[config.mk]
export PLATFORM = sky130hd
export DESIGN_NAME = spi_byte_master_flat
export DESIGN_NICKNAME = d
export VERILOG_FILES = /design/src/rtl/spi_byte_master_if.sv /design/src/rtl/spi_byte_master.sv /design/src/flat_wrapper.sv
export SDC_FILE = /design/constraint.sdc
export NUM_CORES = 1
export LEC_CHECK = 0
export BUFFER_PORTS_ARGS = -buffer_cell sky130_fd_sc_hd__buf_4
export CAP_MARGIN = 20
export CORE_ASPECT_RATIO = 1.25
export CORE_MARGIN = 2
export CORE_UTILIZATION = 30
export DETAILED_ROUTE_END_ITERATION = 10
export PLACE_DENSITY = 0.63
export SYNTH_ARGS = -nofsm -noshare
export SYNTH_HDL_FRONTEND = slang
export SYNTH_SLANG_ARGS = --single-unit
[constraint.sdc]
create_clock -name clk_i -period 5 [get_ports clk_i]
set_clock_uncertainty 0.05 [all_clocks]
set_input_delay 0.25 -clock clk_i [delete_from_list [all_inputs] [get_ports clk_i]]
set_output_delay 0.25 -clock clk_i [all_outputs]
set_load 0.01 [all_outputs]
[src/rtl/spi_byte_master_if.sv]
// Byte-transfer request/response bus plus SPI pins between the AHB SPI peripheral and the byte engine.
// The master modport is the requesting side (and the slave device on MISO); the slave modport is the engine.
interface spi_byte_master_if #(
   parameter int SS_WIDTH = 32
);
   logic                start_i;
   logic [7:0]          tx_data_i;
   logic                cpol_i;
   logic                cpha_i;
   logic [1:0]          rate_i;
   logic [SS_WIDTH-1:0] ss_sel_i;
   logic                hold_ss_i;
   logic                spi_miso_i;
   logic                spi_mosi_o;
   logic                spi_clk_o;
   logic [SS_WIDTH-1:0] spi_ss_o;
   logic [7:0]          rx_data_o;
   logic                ready_o;
   logic                done_o;

   modport master (
      output start_i, tx_data_i, cpol_i, cpha_i, rate_i, ss_sel_i, hold_ss_i, spi_miso_i,
      input  spi_mosi_o, spi_clk_o, spi_ss_o, rx_data_o, ready_o, done_o
   );

   modport slave (
      input  start_i, tx_data_i, cpol_i, cpha_i, rate_i, ss_sel_i, hold_ss_i, spi_miso_i,
      output spi_mosi_o, spi_clk_o, spi_ss_o, rx_data_o, ready_o, done_o
   );
endinterface

[src/rtl/spi_byte_master.sv]
// SPI mode 0-3 byte engine: MSB-first full-duplex byte, busy 18H cycles, done pulse with ready high.
// Backpressure: start_i is only taken while ready_o is high; requests while busy are dropped.
module spi_byte_master #(
   parameter int SS_WIDTH = 32
) (
   input  logic             clk_i,
   input  logic             rstn_i,
   spi_byte_master_if.slave bus
);

   localparam logic [SS_WIDTH-1:0] SS_IDLE = '1;

   typedef enum logic [1:0] {IDLE, SETUP, SHIFT, HOLD} state_t;

   state_t     state_q, state_d;
   logic       cpol_q, cpha_q, hold_q;
   logic [1:0] rate_q;
   logic [7:0] sreg_q;
   logic [2:0] div_q;
   logic [2:0] div_last;
   logic [3:0] cnt_q;
   logic       accept, div_tc, sample, drive;

   always_comb begin
      case (rate_q)
         2'd0:    div_last = 3'd0;
         2'd1:    div_last = 3'd1;
         2'd2:    div_last = 3'd3;
         default: div_last = 3'd7;
      endcase
   end

   // cnt_q is the SCLK edge about to occur minus one: even count = odd edge.
   always_comb begin
      accept = (state_q == IDLE) && bus.start_i;
      div_tc = (div_q == div_last);
      sample = ~cnt_q[0] ^ cpha_q;
      drive  = ~sample && !((cnt_q == 4'd15) && !cpha_q);
   end

   always_comb begin
      state_d = state_q;
      case (state_q)
         IDLE:    if (accept) state_d = SETUP;
         SETUP:   if (div_tc) state_d = SHIFT;
         SHIFT:   if (div_tc && (cnt_q == 4'd15)) state_d = HOLD;
         HOLD:    if (div_tc) state_d = IDLE;
         default: state_d = IDLE;
      endcase
   end

   always_ff @(posedge clk_i or negedge rstn_i) begin
      if (!rstn_i) state_q <= IDLE;
      else         state_q <= state_d;
   end

   always_ff @(posedge clk_i or negedge rstn_i) begin
      if (!rstn_i) begin
         cpol_q         <= 1'b0;
         cpha_q         <= 1'b0;
         hold_q         <= 1'b0;
         rate_q         <= 2'd0;
         sreg_q         <= 8'h00;
         div_q          <= 3'd0;
         cnt_q          <= 4'd0;
         bus.spi_clk_o  <= 1'b0;
         bus.spi_mosi_o <= 1'b0;
         bus.spi_ss_o   <= SS_IDLE;
         bus.rx_data_o  <= 8'h00;
         bus.ready_o    <= 1'b1;
         bus.done_o     <= 1'b0;
      end else begin
         bus.done_o <= 1'b0;
         if (state_q == IDLE) div_q <= 3'd0;
         else                 div_q <= div_tc ? 3'd0 : div_q + 3'd1;

         case (state_q)
            IDLE: begin
               if (accept) begin
                  cpol_q        <= bus.cpol_i;
                  cpha_q        <= bus.cpha_i;
                  hold_q        <= bus.hold_ss_i;
                  rate_q        <= bus.rate_i;
                  sreg_q        <= bus.tx_data_i;
                  cnt_q         <= 4'd0;
                  bus.ready_o   <= 1'b0;
                  bus.spi_clk_o <= bus.cpol_i;
                  bus.spi_ss_o  <= ~bus.ss_sel_i;
                  // CPHA=0 needs bit 7 on the wire before the first edge.
                  if (!bus.cpha_i) bus.spi_mosi_o <= bus.tx_data_i[7];
               end
            end
            SHIFT: begin
               if (div_tc) begin
                  bus.spi_clk_o <= ~bus.spi_clk_o;
                  cnt_q         <= cnt_q + 4'd1;
                  if (sample) sreg_q <= {sreg_q[6:0], bus.spi_miso_i};
                  if (drive)  bus.spi_mosi_o <= sreg_q[7];
               end
            end
            HOLD: begin
               if (div_tc) begin
                  bus.rx_data_o <= sreg_q;
                  bus.done_o    <= 1'b1;
                  bus.ready_o   <= 1'b1;
                  if (!hold_q) bus.spi_ss_o <= SS_IDLE;
               end
            end
            default: ;
         endcase
      end
   end

endmodule

[src/flat_wrapper.sv]
// flat-port wrapper written by rule: the top's interface ports become plain ports
module spi_byte_master_flat 
#(
   parameter int SS_WIDTH = 32
)
  (clk_i, rstn_i, bus_start_i, bus_tx_data_i, bus_cpol_i, bus_cpha_i, bus_rate_i, bus_ss_sel_i, bus_hold_ss_i, bus_spi_miso_i, bus_spi_mosi_o, bus_spi_clk_o, bus_spi_ss_o, bus_rx_data_o, bus_ready_o, bus_done_o);
  spi_byte_master_if #(.SS_WIDTH(SS_WIDTH)) bus_i ();
  input  logic clk_i;
  input  logic rstn_i;
  input wire logic [$bits(bus_i.start_i)-1:0] bus_start_i;
  input wire logic [$bits(bus_i.tx_data_i)-1:0] bus_tx_data_i;
  input wire logic [$bits(bus_i.cpol_i)-1:0] bus_cpol_i;
  input wire logic [$bits(bus_i.cpha_i)-1:0] bus_cpha_i;
  input wire logic [$bits(bus_i.rate_i)-1:0] bus_rate_i;
  input wire logic [$bits(bus_i.ss_sel_i)-1:0] bus_ss_sel_i;
  input wire logic [$bits(bus_i.hold_ss_i)-1:0] bus_hold_ss_i;
  input wire logic [$bits(bus_i.spi_miso_i)-1:0] bus_spi_miso_i;
  output wire logic [$bits(bus_i.spi_mosi_o)-1:0] bus_spi_mosi_o;
  output wire logic [$bits(bus_i.spi_clk_o)-1:0] bus_spi_clk_o;
  output wire logic [$bits(bus_i.spi_ss_o)-1:0] bus_spi_ss_o;
  output wire logic [$bits(bus_i.rx_data_o)-1:0] bus_rx_data_o;
  output wire logic [$bits(bus_i.ready_o)-1:0] bus_ready_o;
  output wire logic [$bits(bus_i.done_o)-1:0] bus_done_o;
  assign bus_i.start_i = bus_start_i;
  assign bus_i.tx_data_i = bus_tx_data_i;
  assign bus_i.cpol_i = bus_cpol_i;
  assign bus_i.cpha_i = bus_cpha_i;
  assign bus_i.rate_i = bus_rate_i;
  assign bus_i.ss_sel_i = bus_ss_sel_i;
  assign bus_i.hold_ss_i = bus_hold_ss_i;
  assign bus_i.spi_miso_i = bus_spi_miso_i;
  assign bus_spi_mosi_o = bus_i.spi_mosi_o;
  assign bus_spi_clk_o = bus_i.spi_clk_o;
  assign bus_spi_ss_o = bus_i.spi_ss_o;
  assign bus_rx_data_o = bus_i.rx_data_o;
  assign bus_ready_o = bus_i.ready_o;
  assign bus_done_o = bus_i.done_o;
  spi_byte_master #(.SS_WIDTH(SS_WIDTH)) u_core (.clk_i(clk_i), .rstn_i(rstn_i), .bus(bus_i));
endmodule
# Word level (Yosys, flattened, before mapping)
# Index checks and enable logic that the tools add are counted.
dict set report word_totals {
  output_inout_bits 44
  reg_bits 65
  inputBits 49
  elab_cells 86
}
dict set report classes {
  addsub 2
  n_reduce_logical 18
  bitwise_logic 5
  eq_ne 16
  n_mux 32
}
# op count
set ops {}
lappend ops {{$mux 32} 3}
lappend ops {{$pmux 32 s2} 1}
lappend ops {{$not 32->32} 1}
lappend ops {{$mux 8} 3}
lappend ops {{$pmux 8 s2} 1}
lappend ops {{$ne 2x1->1 const B} 7}
lappend ops {{$reduce_and 4->1} 3}
lappend ops {{$mux 1} 10}
lappend ops {{$pmux 3 s3} 1}
lappend ops {{$mux 2} 4}
lappend ops {{$mux 4} 2}
lappend ops {{$pmux 2 s4} 1}
lappend ops {{$pmux 4 s2} 1}
lappend ops {{$eq 2x2->1 const B} 3}
lappend ops {{$mux 3} 2}
lappend ops {{$pmux 1 s2} 3}
lappend ops {{$reduce_and 3->1} 2}
lappend ops {{$reduce_and 5->1} 1}
lappend ops {{$add 4x1->4 const B} 1}
lappend ops {{$eq 2x1->1 const B} 2}
lappend ops {{$eq 4x4->1 const B} 1}
lappend ops {{$logic_and 1x1->1} 4}
lappend ops {{$logic_not 2->1} 2}
lappend ops {{$ne 2x2->1 const B} 2}
lappend ops {{7 further kinds} 12}

# Depth between registers and ports, before layout
# Gate-level depths: netlist of the first run.
dict set report logic_depth {
  depth_word 7
  ltp_mapped 9
  depth_no_buf 7
}

# Worst setup path before layout of the first run
# OpenSTA, ideal clock, no wires.
dict set report synth_path {
  path_kind {reg-to-reg}
  start {register u_core.rate_q[1]}
  end {register u_core.sreg_q[0]}
  path_slack_ns 2.746
  setup_ns 0.123
  required_ns 4.827
  arrival_ns 2.081
  path_stages_with_launch 8
  synth_period_minus_slack_ns 2.254
  path_cell_list {dfrtp_1 > nor4b_4 > nor4b_4 > or2_1 > buf_6 > or4_4 > buf_6 > o221a_1}
}
dict set report synth_via {
  elab_chain_cells 5
  word_cells_on_any_way 7
}
# item line
set synth_rtl {}
lappend synth_rtl {{start: declaration} spi_byte_master.sv:17} ;# logic [1:0] rate_q;
lappend synth_rtl {{start signal: assignment} spi_byte_master.sv:83} ;# rate_q <= bus.rate_i;
lappend synth_rtl {{$eq 2x2->1, or another cell as far along} spi_byte_master.sv:25} ;# case (rate_q)
lappend synth_rtl {{$pmux 3 s3 *} spi_byte_master.sv:25}
lappend synth_rtl {{$eq 3x3->1 *} spi_byte_master.sv:36} ;# div_tc = (div_q == div_last);
lappend synth_rtl {{$ne 2x1->1 (no line) *} n/a}
lappend synth_rtl {{$reduce_and 4->1 (no line) *} n/a}
lappend synth_rtl {{end signal: assignment} spi_byte_master.sv:84} ;# sreg_q <= bus.tx_data_i;
lappend synth_rtl {{end signal: assignment} spi_byte_master.sv:97} ;# if (sample) sreg_q <= {sreg_q[6:0], bus.spi_miso_i};
lappend synth_rtl {{end: declaration} spi_byte_master.sv:18} ;# logic [7:0] sreg_q;
# Every way passes the cells marked *; elsewhere a longest branch is shown, timed or not.
# A chain may end at the register's enable or synchronous reset.

# Worst setup path after layout of the first run
dict set report layout_path {
  start {register u_core.state_q[0]}
  end {register u_core.bus.spi_ss_o[11]}
}
dict set report layout_via {
  elab_chain_cells 4
  word_cells_on_any_way 9
}
# item line
set layout_rtl {}
lappend layout_rtl {{start: declaration} spi_byte_master.sv:15} ;# state_t state_q, state_d;
lappend layout_rtl {{start signal: assignment} spi_byte_master.sv:54} ;# else state_q <= state_d;
lappend layout_rtl {{$logic_not 2->1} {spi_byte_master.sv:35, spi_byte_master.sv:77}}
lappend layout_rtl {{$logic_and 1x1->1} spi_byte_master.sv:35} ;# accept = (state_q == IDLE) && bus.start_i;
lappend layout_rtl {{$ne 2x1->1 (no line)} n/a}
lappend layout_rtl {{$reduce_and 4->1 (no line)} n/a}
lappend layout_rtl {{end signal: assignment} spi_byte_master.sv:88} ;# bus.spi_ss_o <= ~bus.ss_sel_i;
lappend layout_rtl {{end: declaration} spi_byte_master_if.sv:28} ;# output spi_mosi_o, spi_clk_o, spi_ss_o, rx_data_o, ready_o, done_o
# Several ways; a longest one is shown, not always the timed one.

==> flow_metrics.tcl, run 1 <==
set metrics [dict create \
    routedWlPerCell_microns 15.9 \
    syn_area_per_cell_sq_um 10.8 \
    postCtsHoldBufs 0 \
    synth_top_area_share 0.252 \
    synth_compound_area_frac 0.218 \
    synth_warnings 0 \
    hold_viol_final 14 \
    synthXorXnorAreaFrac 0.00254 \
    port_buffers 92 \
    num-fill-cells 1088 \
    vias 2839 \
    design_area_sq_um 4520 \
    ir_drop_mv 0.198 \
    worstSetupPathType "flop to flop" \
    die_h_microns 124 \
    pwr-share-clk 0.212 \
    first_pass_iters 4 \
    status "finished, violations left" \
    cts_buffers 9 \
    grt_overflow_total 0 \
    drt_iter0_drc 108 \
    clockBufferDepth 2 \
    drc 0 \
    routed_via_density 5.27 \
    synth_area_leaders "dfstp_2, dfrtp_1, a2bb2oi_1" \
    cp-start-kind "flop" \
    clkLatencyLatePin_ns 0.33 \
    p_sw_mw 1.12 \
    cts.sinks 65 \
    wirelength_microns 8590 \
    post_cts_buffers 0 \
    max_cap_violations 0 \
    fp-row-count 43 \
    synth_cells 320 \
    tightestPinTransition_ns 1.01 \
    antenna_found_initial 0 \
    synthesis.area_sq_um 3440 \
    synth_common_cells "o21ai_0, dfstp_2, nand3b_1, a2bb2oi_1, dfrtp_1" \
    cp.required_ns 5.20 \
    antennaDiodeCount 0 \
    synth.ff_latch_count 65 \
    syn-num-nets 376 \
    finalNonFillerCells 539 \
    p_leak_nw 1.86 \
    gp_congestion 0.850 \
    max_clock_freq_mhz 369 \
    synthAdderAreaFrac 0.0254 \
    ys.flop_type "dfstp_2" \
    yosysTopAreaCell "dfstp_2" \
    rsz0062_at_grt "no" \
    syn_to_final_growth_pct 31.3 \
    clk_pin_slew_ns 0.05 \
    slew_violations 0 \
    synth.mux.area_fraction 0.0512 \
    place_inst 523 \
    violations "hold timing" \
    min_period_over_period 0.542 \
    cp_max_fo 51 \
    crit_path_end_kind "flop" \
    track_usage 0.144 \
    setup_viol 0 \
    power_frac_seq 0.338 \
    cts_tree "built" \
    die_width_microns 99.8 \
    synth.distinct_cells 44 \
    async_flop_share 1.00 \
    ys_seq_area_frac 0.484 \
    first_global_vias 2805 \
    sw_frac_of_total 0.359 \
    cts_resized 0 \
    synth-edff-count 0 \
    comb_power_share 0.450 \
    grt_pass1_wl_microns 14100 \
    core_sq_um 11100 \
    powerDensity_nw_per_um2 687 \
    postPlaceCellArea_sq_um 4210 \
    detailed_place_hpwl_microns 5720 \
    hp-class "input pin to asynchronous set/reset pin" \
    cts_root_buffer "clkbuf_16" \
    worstPathArrival_ns 2.91 \
    synth_top_family_by_area "compound AO/OA/AOI/OAI gates" \
    yosys.area_share.simple 0.177 \
    final_nets 455 \
    fin_setup_tns_ns 0 \
    ios 93 \
    whs_ns -0.0486 \
    drive_gt1_frac 0.408 \
    maxSlewHeadroom 0.330 \
    grt_max_degree 84 \
    min_period_ns 2.71 \
    antenna_left 0 \
    htreeDepth 3 \
    internal-power_mw 1.99 \
    start_util 0.309 \
    dieArea_sq_um 12400 \
    post-synth-top-count-cell "o21ai_0" \
]
-- layout by cell type, fill, tap and decap left out, drive strengths merged, types with 2 or more instances in the layout --
master    n
buf      94
o21ai    39
nand3b   33
dfstp    33
a2bb2oi  32
dfrtp    32
nand2    15
mux2     13
o22ai    10
clkbuf   10
nor2      9
o221a     8
nand3     8
inv       7
ha        7
nor3      6
nor2b     5
a21oi     4
clkinv    4
nand2b    3
mux2i     3
o31ai     3
or2       3
nor4      3
nor4b     2
a31oi     2
bufinv    2
or4       2
-- logic make-up after synthesis --
logic type,after synthesis
compound gates,106
simple gates,92
flops,65
buf+inv,33
mux,16
fa+ha+maj,7
xor+xnor,1
-- metal layers --
metal  vias up  GRT usage  part of all wire
met3         8     0.0404             0.053
li1       1370          -                 -
met5         -          0                 0
met2        81      0.238              0.50
met4         0     0.0488            0.0094
met1      1380      0.181              0.44
-- per-stage QoR --
stage	setup slack [ns]	power, mW	utilization	hold slack, ns
2_1_floorplan	2.75	1.97	-	-0.0956
3_5_place_dp	2.24	2.47	0.378	0.364
3_3_place_gp	2.33	2.43	0.378	0.350
4_1_cts	2.21	3.15	0.406	0.00605
5_1_grt	2.03	3.34	0.406	0.0311
6_report	2.29	3.10	0.406	-0.0486
-- worst paths after layout --
path	end	depth (start not counted)	startpoint	slack [ns]
min in group clk_i	u_core.rate_q[0]$_DFFE_PN0P_	2	bus_rate_i[0]	0.11
hold / removal	u_core.rate_q[0]$_DFFE_PN0P_	1	rstn_i	-0.05
max in group asynchronous	u_core.bus.spi_mosi_o$_DFFE_PN0P_	1	rstn_i	4.38
hold reg to reg	u_core.bus.rx_data_o[0]$_DFFE_PN0P_	1	u_core.bus.rx_data_o[0]$_DFFE_PN0P_	0.45
setup reg to reg	u_core.bus.spi_ss_o[11]$_DFFE_PN1P_	6	u_core.state_q[0]$_DFFE_PN0P_	2.29
setup / recovery	u_core.bus.spi_ss_o[11]$_DFFE_PN1P_	6	u_core.state_q[0]$_DFFE_PN0P_	2.29
-- power by group through the flow --
stage	Combinational [mW]	Clock, mW	Sequential [mW]
5_1_grt	1.54	0.708	1.09
3_5_place_dp	1.41	0	1.05
6_report	1.40	0.659	1.05
3_3_place_gp	1.38	0	1.05
4_1_cts	1.41	0.680	1.05
2_1_floorplan	0.891	0	1.08
-- area by class of cell --
cell class | instances | area (sq um) | share of cell area
inverter | 7 | 26.3 | 0.00581
multi-input combinational | 222 | 1640 | 0.363
sequential | 65 | 1670 | 0.369
clock buffer | 10 | 229 | 0.0506
clock inverter | 6 | 82.6 | 0.0183
tap | 135 | 169 | 0.0374
timing repair buffer | 94 | 706 | 0.156
-- flip-flops by register name, indices dropped and copies added (netlist names), 2 cells and up --
register	count
u_core.cnt_q	4
u_core.bus.rx_data_o	8
u_core.bus.spi_ss_o	32
u_core.sreg_q	8
u_core.state_q	2
u_core.rate_q	2
u_core.div_q	3
-- critical path, cell delays in order (launching register included) --
cell and delay (ns):
dfrtp_1 0.41, inv_1 0.12, ha_2 0.85, inv_1 0.36, o22ai_2 0.25, buf_4 0.37, a2bb2oi_1 0.22
(Power assumes the default switching activity.)
==> run 2, diff against run 1 <==
Settings changed: ABC_AREA set to 1, PLACE_DENSITY 0.63 to 0.65.
Clock period 5 ns to 2.4 ns, I/O delays scaled along.
==> run 2 against run 1 <==
The flow now finishes without violations. Critical path depth rose by 1. Count of clock-buffer cells in the layout increased by 3. Sequential power is 100% higher. Largest power group unchanged. Highest routed layer unchanged.
==> flow_metrics.tcl, run 2 <==
set metrics [dict create \
    yosysTopAreaCell "dfstp_2" \
    cp.required_ns 2.60 \
    powerDensity_nw_per_um2 1390 \
    async_flop_share 1.00 \
    syn_to_final_growth_pct 37.6 \
    drive_gt1_frac 0.341 \
    reg2reg_slack_ns 0.26 \
    wirelength_microns 8330 \
    min_period_ns 2.14 \
    syn_area_per_cell_sq_um 8.61 \
    clockBufferDepth 2 \
    max_cap_violations 0 \
    port_buffers 92 \
    cp-start-kind "flop" \
    slew_violations 0 \
    worstSetupPathType "flop to flop" \
    reg_top3 "u_core.bus.spi_ss_o: 32 flops, u_core.bus.rx_data_o: 8 flops, u_core.sreg_q: 8 flops" \
    track_usage 0.143 \
    dieArea_sq_um 11700 \
    grt_max_degree 66 \
    post_cts_buffers 0 \
    setup_viol 0 \
    synth_cells 379 \
    antenna_found_initial 0 \
    synth_area_leaders "dfstp_2, dfrtp_1, nand2_1" \
    crit_path_end_kind "flop" \
    hp-class "input pin to flop" \
    final_common_cell "nand2_1" \
    core_sq_um 10600 \
    cp_max_fo 32 \
    first_pass_iters 5 \
    cts_tree "built" \
    hold_viol_final 0 \
    routedWlPerCell_microns 13.4 \
    die_h_microns 121 \
    drt_iter0_drc 122 \
    ios 93 \
    gp_congestion 0.757 \
    fin_ws_ns 0.258 \
    pwr-share-clk 0.178 \
    fin_util 0.423 \
    p_leak_nw 2.27 \
    final_nets 542 \
    synth_warnings 0 \
    routed_via_density 4.75 \
    p_sw_mw 2.58 \
    cts.sinks 65 \
    first_global_vias 2821 \
    detailed_place_hpwl_microns 5640 \
    grt_pass1_wl_microns 13500 \
    largest_register "u_core.bus.spi_ss_o" \
    tightestPinTransition_ns 0.811 \
    htreeDepth 3 \
    whs_ns 0.0107 \
    fin_setup_tns_ns 0 \
    antenna_left 0 \
    die_width_microns 97.3 \
    synth_common_cells "nand2_1, nand4_1, dfstp_2, dfrtp_1, inv_1" \
    power_frac_seq 0.343 \
    maxSlewHeadroom 0.459 \
    fp-row-count 42 \
    max_clock_freq_mhz 467 \
    synthesis.area_sq_um 3260 \
    sw_frac_of_total 0.412 \
    power_mw 6.26 \
    grt_overflow_total 0 \
    synth_top_area_share 0.266 \
    ys.flop_type "dfstp_2" \
    cts_root_buffer "clkbuf_16" \
    preCtsSetupSlack_ns 0.226 \
    synth-edff-count 0 \
    worstPathArrival_ns 2.34 \
    synth.ff_latch_count 65 \
    syn-num-nets 435 \
    vias 2957 \
    min_period_over_period 0.892 \
    internal-power_mw 3.68 \
    cts_buffers 9 \
    synth.distinct_cells 28 \
    ys_seq_area_frac 0.511 \
    comb_power_share 0.479 \
    start_util 0.307 \
    clkLatencyLatePin_ns 0.32 \
    clk_pin_slew_ns 0.05 \
    largest_reg_flops 32 \
    post-synth-top-count-cell "nand2_1" \
    mostFrequentLayoutCells "nand2_1, buf_4, nand4_1, dfstp_2, dfrtp_1" \
    num-fill-cells 1026 \
    rsz0062_at_grt "no" \
    drc 0 \
    status "finished, final reports clean" \
    antennaDiodeCount 0 \
    ir_drop_mv 0.473 \
]
==> run 2: final timing paths <==
path                                                       end  cells past startpoint                                start
setup / recovery            u_core.bus.spi_ss_o[4]$_DFFE_PN1P_                      7        u_core.state_q[0]$_DFFE_PN0P_
hold / removal              u_core.bus.spi_ss_o[2]$_DFFE_PN1P_                      4                      bus_ss_sel_i[2]
setup reg to reg            u_core.bus.spi_ss_o[4]$_DFFE_PN1P_                      7        u_core.state_q[0]$_DFFE_PN0P_
hold reg to reg            u_core.bus.spi_ss_o[21]$_DFFE_PN1P_                      2  u_core.bus.spi_ss_o[21]$_DFFE_PN1P_
max in group asynchronous          u_core.bus.done_o$_DFF_PN0_                      2                               rstn_i
min in group asynchronous            u_core.div_q[2]$_DFF_PN0_                      2                               rstn_i
==> run 2: per-stage QoR <==
step / instances / instance area [sq um]
3_3_place_gp: 586 / 4020
2_1_floorplan: 379 / 3260
3_5_place_dp: 586 / 4020
5_1_grt: 622 / 4490
4_1_cts: 622 / 4480
6_report: 622 / 4490
==> run 2: power groups by stage <==
stage                     sequential [mW]  combinational (mW)  clock (mW)
after floorplan                      2.26                1.87           0
after global placement               2.15                2.89           0
after detailed placement             2.16                2.98           0
after CTS                            2.15                3.01        1.15
after global routing                 2.21                3.35        1.20
final                                2.15                3.00        1.12
==> run 2: kinds of logic (layout without fill, tap and decap cells) <==
kind of cell	count (synthesis)	in the layout	synth area share
compound gates	29	29	0.0579
xor+xnor	4	4	0.0130
fa+ha+maj	7	7	0.0268
buf+inv	42	153	0.0618
flops	65	65	0.511
mux	4	4	0.0138
simple gates	228	228	0.315
==> run 2: per-layer routing <==
metal  routed length [microns]  GRT usage  share of wire
met5                         0          0              0
met4                       156     0.0599          0.019
met3                       433     0.0324          0.052
met2                      4010      0.238           0.48
met1                      3720      0.181           0.45
==> run 2: worst max-delay path, stage by stage (launching register included) <==
cell,delay [ns]
dfrtp_1,0.42
inv_1,0.13
ha_1,0.33
nand2_1,0.26
o21ai_4,0.24
nand3_4,0.37
nand2_1,0.19
nand2_1,0.07
==> run 2: area by class of cell <==
cell class / instances / area, sq um / share of cell area
timing repair buffer: 116 / 923 / 0.206
clock buffer: 13 / 240 / 0.0535
clock inverter: 2 / 10.0 / 0.00223
tap: 132 / 165 / 0.0368
inverter: 22 / 82.6 / 0.0184
sequential: 65 / 1670 / 0.372
multi-input combinational: 272 / 1400 / 0.312
==> run 2: timing repair <==
action | in CTS | in global routing
gates resized for setup | 0 | 1
hold buffers | 21 | 0
hold endpoints to repair | 52 | 0
endpoints found under the setup margin | 0 | 1
==> run 3, diff against run 2 <==
Settings changed: ABC_AREA 1 to unset, PLACE_DENSITY 0.65 to 0.64.
==> run 3 against run 2 <==
Fmax down 3.4%. Register-to-register slack worse by 0.08 ns. Critical path depth down 2. Count of clock-buffer cells in the layout down 4. Highest routed layer unchanged.
==> flow_metrics.tcl, run 3 (synthesis results as in run 1) <==
set metrics [dict create \
    min_period_ns 2.22 \
    clockBufferDepth 2 \
    detailed_place_hpwl_microns 5790 \
    min_period_over_period 0.924 \
    hp-class "input pin to flop" \
    finalNonFillerCells 550 \
    cp.required_ns 2.56 \
    grt_max_degree 66 \
    syn_to_final_growth_pct 34.2 \
    reg2reg_slack_ns 0.18 \
    hold_viol_final 0 \
    place_inst 529 \
    rr_worst_depth 5 \
    track_usage 0.147 \
    slew_violations 0 \
    antenna_left 0 \
    largest_reg_flops 32 \
    largest_register "u_core.bus.spi_ss_o" \
    powerDensity_nw_per_um2 1410 \
    mostFrequentLayoutCells "buf_4, o21ai_0, nand3b_1, dfstp_2" \
    antennaDiodeCount 0 \
    ir_drop_mv 0.556 \
    first_pass_iters 4 \
    cts_resized 0 \
    rr_endpoint "u_core.sreg_q[4]$_DFFE_PN0P_" \
    htreeDepth 3 \
    final_nets 466 \
    fin_setup_tns_ns 0 \
    cts_tree "built" \
    clk_pin_slew_ns 0.06 \
    crit_path_end_kind "flop" \
    routed_via_density 5.33 \
    clkLatencyLatePin_ns 0.33 \
    gp_congestion 0.787 \
    dieArea_sq_um 12400 \
    num-fill-cells 1080 \
    cp-start-kind "flop" \
    tightestPinTransition_ns 0.838 \
    cts_root_buffer "clkbuf_16" \
    cts.sinks 65 \
    setup_viol 0 \
    drt_iter0_drc 136 \
    crit_path_start "u_core.rate_q[1]$_DFFE_PN0P_" \
    final_common_cell "buf_4" \
    reg_top3 "u_core.bus.spi_ss_o: 32 flops, u_core.bus.rx_data_o: 8 flops, u_core.sreg_q: 8 flops" \
    post_cts_buffers 0 \
    grt_overflow_total 0 \
    die_h_microns 124 \
    postCtsHoldBufs 5 \
    status "finished, final reports clean" \
    whs_ns 0.0116 \
    maxSlewHeadroom 0.442 \
    start_util 0.309 \
    drive_gt1_frac 0.417 \
    power_mw 6.53 \
    vias 2932 \
    rsz0062_at_grt "no" \
    fin_util 0.415 \
    ios 93 \
    endpoint "u_core.sreg_q[4]$_DFFE_PN0P_" \
    routedWlPerCell_microns 15.8 \
    drc 0 \
    antenna_found_initial 0 \
    p_leak_nw 1.91 \
    core_sq_um 11100 \
    die_width_microns 99.8 \
    first_global_vias 2944 \
    max_cap_violations 0 \
    max_clock_freq_mhz 451 \
    r2r-start "u_core.rate_q[1]$_DFFE_PN0P_" \
    worstSetupPathType "flop to flop" \
    worstPathArrival_ns 2.38 \
    wirelength_microns 8710 \
    cp_max_fo 8 \
    fp-row-count 43 \
    cts_buffers 9 \
    grt_pass1_wl_microns 14400 \
    port_buffers 92 \
]
==> run 3: cell types whose count changed in the layout (fill, tap and decap cells not counted), moves of 8 or more <==
cell	before	now
nand4_1	43	0
mux2_2	4	13
o21ai_2	9	0
o21ai_0	16	39
o221a_1	0	8
inv_1	18	7
o22ai_1	0	9
a2bb2oi_1	0	32
nand2_1	158	15
dlygate4sd3_1	21	5
nand3b_1	0	33
==> run 3: worst max-delay path: stages (launching register included) <==
cell and delay [ns]:
dfrtp_1 0.46, nor4_4 0.38, nor2_2 0.12, or2_1 0.26, or4_4 0.58, o221a_1 0.26
==> run 3: layout make-up <==
class / instances / area (sq um) / area share
clock buffer: 9 / 225 / 0.0487
clock inverter: 7 / 78.8 / 0.0171
inverter: 7 / 26.3 / 0.00568
multi-input combinational: 222 / 1640 / 0.355
sequential: 65 / 1670 / 0.361
tap: 135 / 169 / 0.0365
timing repair buffer: 105 / 813 / 0.176
==> run 3: worst min-delay path by stage <==
stage                     cells past startpoint                                   to              from  slack [ns]
after floorplan                               0          u_core.bus.done_o$_DFF_PN0_            rstn_i       -0.23
after global placement                        1         u_core.rate_q[0]$_DFFE_PN0P_            rstn_i        0.24
after detailed placement                      1         u_core.rate_q[1]$_DFFE_PN0P_            rstn_i        0.24
after CTS                                     4  u_core.bus.spi_ss_o[23]$_DFFE_PN1P_  bus_ss_sel_i[23]       0.001
after global routing                          2         u_core.sreg_q[0]$_DFFE_PN0P_    bus_spi_miso_i        0.01
final                                         4  u_core.bus.spi_ss_o[23]$_DFFE_PN1P_  bus_ss_sel_i[23]        0.01
==> run 3: per-layer routing <==
metal | wire length (microns) | global-route usage | up-vias | share of wire
li1 | - | - | 1402 | -
met2 | 4470 | 0.247 | 67 | 0.51
met4 | 80 | 0.0479 | 0 | 0.0092
met1 | 3820 | 0.182 | 1457 | 0.44
met3 | 339 | 0.0415 | 6 | 0.039
met5 | 0 | 0 | - | 0
==> run 3: where the power goes <==
group / switching [mW] / total, mW / internal (mW) / leakage (nW)
combinational: 1.46 / 3.03 / 1.57 / 1.04
sequential: 0.429 / 2.19 / 1.76 / 0.717
clock: 0.498 / 1.31 / 0.812 / 0.150
==> run 3: metrics by stage <==
stage                     instance area, sq um  worst slack [ns]
after floorplan                           3440             0.146
after global placement                    4270             0.210
after detailed placement                  4270             0.164
after CTS                                 4620             0.159
after global routing                      4620            0.0554
final                                     4620             0.183
